$ cat config.mk
export PLATFORM = sky130hd
export DESIGN_NAME = morse_key_rx
export DESIGN_NICKNAME = d
export VERILOG_FILES = /design/src/rtl/morse_pkg.sv /design/src/rtl/key_debounce.sv /design/src/rtl/morse_key_rx.sv
export SDC_FILE = /design/constraint.sdc
export NUM_CORES = 1
export LEC_CHECK = 0
export CAP_MARGIN = 30
export CELL_PAD_IN_SITES_DETAIL_PLACEMENT = 0
export CELL_PAD_IN_SITES_GLOBAL_PLACEMENT = 2
export CORE_MARGIN = 2
export CORE_UTILIZATION = 36
export CTS_BUF_LIST = sky130_fd_sc_hd__clkbuf_16
export DETAILED_ROUTE_END_ITERATION = 16
export HOLD_SLACK_MARGIN = 0.02
export PLACE_DENSITY = 0.84
export SLEW_MARGIN = 40
export SYNTH_ARGS = -nofsm -noshare
export SYNTH_HDL_FRONTEND = slang
export SYNTH_SLANG_ARGS = --single-unit
export TNS_END_PERCENT = 20
$ cat constraint.sdc
create_clock -name clk -period 3.15 [get_ports clk]
set_input_delay 0.63 -clock clk [delete_from_list [all_inputs] [get_ports clk]]
set_output_delay 0.63 -clock clk [all_outputs]
set_load 0.1 [all_outputs]
$ cat src/rtl/morse_pkg.sv
// Shared Morse symbol codes and receiver state encoding.
package morse_pkg;

  localparam logic [1:0] SYM_DIT = 2'b00;
  localparam logic [1:0] SYM_DAH = 2'b11;
  localparam logic [1:0] SYM_GAP = 2'b01;

  typedef enum logic [1:0] {
    IDLE   = 2'd0,
    MARK   = 2'd1,
    SPACE  = 2'd2,
    WSPACE = 2'd3
  } morse_state_t;

endpackage

$ cat src/rtl/key_debounce.sv
// Registers the raw keyed line and accepts a level change only after it
// has persisted for DEBOUNCE consecutive cycles.
module key_debounce #(
  parameter int unsigned DEBOUNCE = 2
) (
  input  logic clk,
  input  logic rst,
  input  logic key_in,
  output logic key_db
);

  localparam int unsigned PW = (DEBOUNCE > 1) ? $clog2(DEBOUNCE) : 1;

  logic          key_q;
  logic [PW-1:0] cnt;

  always_ff @(posedge clk) begin
    if (rst) begin
      key_q  <= 1'b0;
      key_db <= 1'b0;
      cnt    <= '0;
    end else begin
      key_q <= key_in;
      if (key_q == key_db) begin
        cnt <= '0;
      end else if (cnt == PW'(DEBOUNCE - 1)) begin
        key_db <= key_q;
        cnt    <= '0;
      end else begin
        cnt <= cnt + 1'b1;
      end
    end
  end

endmodule

$ cat src/rtl/morse_key_rx.sv
// Morse symbol slicer: debounces the keyed line, times marks and spaces,
// and emits one registered dit/dah/gap symbol per element.
module morse_key_rx
  import morse_pkg::*;
#(
  parameter int unsigned DIT_TICKS = 4,
  parameter int unsigned DEBOUNCE  = 2,
  parameter int unsigned CNT_W     = 8
) (
  input  logic       clk,
  input  logic       rst,
  input  logic       key_in,
  output logic [0:1] ditDah,
  output logic       sym_valid
);

  localparam logic [CNT_W-1:0] DUR_MAX   = '1;
  localparam logic [CNT_W-1:0] DAH_MIN   = CNT_W'(2 * DIT_TICKS);
  // Edges are seen one cycle after key_db moves, so a space threshold is
  // met when dur shows threshold-1 with no rise pending in the same cycle.
  localparam logic [CNT_W-1:0] LGAP_HIT  = CNT_W'(2 * DIT_TICKS - 1);
  localparam logic [CNT_W-1:0] WGAP_HIT  = CNT_W'(5 * DIT_TICKS - 1);

  logic             key_db;
  logic             key_db_d;
  logic             rise;
  logic             fall;
  logic [CNT_W-1:0] dur;
  morse_state_t     state;
  morse_state_t     state_nxt;
  logic             emit;
  logic [1:0]       sym_nxt;

  key_debounce #(
    .DEBOUNCE(DEBOUNCE)
  ) u_debounce (
    .clk   (clk),
    .rst   (rst),
    .key_in(key_in),
    .key_db(key_db)
  );

  assign rise = key_db & ~key_db_d;
  assign fall = ~key_db & key_db_d;

  always_comb begin
    state_nxt = state;
    emit      = 1'b0;
    sym_nxt   = SYM_GAP;
    case (state)
      IDLE: begin
        if (rise) state_nxt = MARK;
      end
      MARK: begin
        if (fall) begin
          emit      = 1'b1;
          sym_nxt   = (dur < DAH_MIN) ? SYM_DIT : SYM_DAH;
          state_nxt = SPACE;
        end
      end
      SPACE: begin
        if (rise) begin
          state_nxt = MARK;
        end else if (dur == LGAP_HIT) begin
          emit      = 1'b1;
          state_nxt = WSPACE;
        end
      end
      WSPACE: begin
        if (rise) begin
          state_nxt = MARK;
        end else if (dur == WGAP_HIT) begin
          emit      = 1'b1;
          state_nxt = IDLE;
        end
      end
      default: state_nxt = IDLE;
    endcase
  end

  always_ff @(posedge clk) begin
    if (rst) begin
      state     <= IDLE;
      key_db_d  <= 1'b0;
      dur       <= '0;
      ditDah    <= SYM_GAP;
      sym_valid <= 1'b0;
    end else begin
      state     <= state_nxt;
      key_db_d  <= key_db;
      sym_valid <= emit;
      if (emit) ditDah <= sym_nxt;
      if (rise || fall) begin
        dur <= CNT_W'(1);
      end else if (dur != DUR_MAX) begin
        dur <= dur + 1'b1;
      end
    end
  end

endmodule

==> results.cfg <==
[critical_path]
startpoint = rst
r2r-end = state[0]
path_cells = clkdlybuf4s50_1 > nand2b_1 > nor3_1
start_kind = input port
cp_max_fo = 13
critPathSlowestCell = clkdlybuf4s50_1
cpPeakStageDelay_ns = 0.61
critPathCaptureType = flop
crit_required_ns = 3.32
reg2reg_depth = 4
worst-endpoint-arrival_ns = 1.83
path_class = in2reg
r2r-start = dur[7]
reg2reg_slack_ns = 1.60

[sta]
worst_slew_pin_slew_ns = 0.410
setup_tns_ns = 0
maxSlewViolCount = 0
fin_crit_sh_pct = 52.6
hold_violations = 0
rsz0062_at_grt = false
finalSetupViolCount = 0
slew_headroom_pct = 72.6
fmax_mhz = 603
finClkSkew_ns = 0.00304
post-route-min-period_ns = 1.66

[synthesis]
synth-seq-area-share_pct = 43.0
syn_nets = 96
synth_area_per_cell_sq_um = 8.80
yosys.area.top_type_share_pct = 43.0
yosysWarnings = 0
yosys.cell_types.count = 31
ys_ff_latch = 17
synth_area_leaders = dfxtp_1 (43%), nor2_1 (6.2%), ha_1 (4.7%)
yosysTopAreaCell = dfxtp_1
synthArstFlopShare_pct = 0
ys.flop_type = dfxtp_1
netlist_instances = 90
synth_enable_flop_cells = 0
syn-cell-area_sq_um = 792

[clocking]
cts_buffer_depth = 2
cts_resized = 0
postCtsSetupBuffers = 0
cts-hold-fix-buffers = 0
clock-root-buffer = clkbuf_16
clkLatencyLatePin_ns = 0.25
cts_buffers = 3
h-tree-depth = 1
cts_tree = yes
clk_pin_slew_worst_paths_ns = 0.05
cts.sinks = 17

[final_layout]
antenna_cells = 0
fin_nets = 104
area_growth_pct = 18.6
final_cell_mix = dfxtp_1 (17), nor2_1 (13), nor2b_1 (5)
drive_gt1_share_pct = 10.3
final_core_util_pct = 46.5
final_common_cell = dfxtp_1

[global_route]
overflow = 0
grt_use_met3_pct = 2.63
grt_util_met2_pct = 16.7
antenna_found_initial = 0
grt_usage_pct = 12.7
gr-usage-met1_pct = 17.5
grt_max_degree = 14
top_usage_layer = met1
first_global_vias = 547
grt_pass1_wl_um = 2390

[die]
rows = 16
pin_count = 6
die_x_um = 50.9
die_y_um = 50.9
start_util_pct = 39.2
dieArea_sq_um = 2590
core-area_sq_um = 2020

[hold_path]
min_from = u_debounce.cnt
hold_path_depth = 1
hold-path-endpoint = u_debounce.cnt
hold_path_class = reg2reg

[drt]
dr.pass1.iters = 4
vias = 618
vias_per_cell = 4.98
routed_wl_um = 1400
drtIter0Drc = 6
drc = 0
drtAntennaViolNets = 0
wire_per_inst_um = 11.3

[pwr]
powerDensity_nw_per_um2 = 537
fin_total_pwr_mw = 0.505
irDropWorstVdd_v = 0.000397
leakage_nw = 0.328

[place]
gp_congestion = 0.686
portBuffers = 5
dpl.hpwl_um = 1030

[flow_run]
maxCapViolCount = 0

[status]
status = finished clean
flip-flops by register name, indices dropped and copies added (netlist names):
name / cells
u_debounce.key_db: 1
state: 2
dur: 8
key_db_d: 1
u_debounce.cnt: 1
u_debounce.key_q: 1
ditDah: 2
sym_valid: 1
area by class of cell:
type / instances / area [sq um]
inverter: 3 / 11.3
clock buffer: 3 / 75.1
clock inverter: 1 / 5.00
timing repair buffer: 5 / 42.5
multi-input combinational: 68 / 432
sequential: 17 / 340
tap: 27 / 33.8
fill: 198 / 1080
stage by stage:
step	cells	hold slack, ns	instance area (sq um)	setup slack (ns)
after floorplan	90	0.420	792	1.59
after detailed placement	120	0.435	860	1.23
after CTS	124	0.449	940	1.49
final	124	0.448	940	1.49
after global routing	124	0.463	940	1.36
after global placement	120	0.430	860	1.26
worst max-delay path by stage:
stage | endpoint | slack [ns] | cells past startpoint
6_report | dur[2] | 1.49 | 3
5_1_grt | dur[6] | 1.36 | 3
4_1_cts | dur[6] | 1.49 | 3
3_5_place_dp | dur[6] | 1.23 | 3
3_3_place_gp | dur[6] | 1.26 | 3
2_1_floorplan | ditDah[1] | 1.59 | 0
synthesized netlist by cell type (2+ instances only):
master and number:
nor2b_1 5, nor3_1 4, nand2_1 4, a31oi_1 2, xor2_1 4, nor2_1 13
a21oi_1 4, inv_1 3, o211ai_1 2, mux2i_1 2, ha_1 3, and2_1 2
nand3b_1 4, o21ai_0 4, dfxtp_1 17, nand2b_1 2
critical path: cells and delay by family:
family        cells  cell delay [ns]
simple gates      2             0.59
buf+inv           1             0.61
logic make-up (layout without fill, tap and decap cells):
kind of cell / Yosys count / count (layout) / share of synthesized area, %
buffers and inverters: 5 / 12 / 2.53
muxes: 2 / 2 / 2.53
AOI/OAI and AO/OA: 16 / 16 / 12.8
DFF: 17 / 17 / 43.0
and+or+nand+nor: 42 / 42 / 28.9
adders and majority gates: 3 / 3 / 4.74
xor gates and xnor gates: 5 / 5 / 5.53
where the power goes:
| part | switching, mW | internal (mW) | total (mW) |
|---|---|---|---|
| registers | 0.00551 | 0.221 | 0.227 |
| clock network | 0.0864 | 0.170 | 0.256 |
| logic | 0.0108 | 0.0104 | 0.0212 |
| total | 0.103 | 0.402 | 0.505 |
metal layers:
layer  part of all wire, %  routed length [um]
met5                     0                   0
met2                    43                 601
met3                   3.1                  43
met1                    50                 701
met4                   4.0                  56
(Power assumes the default switching activity.)
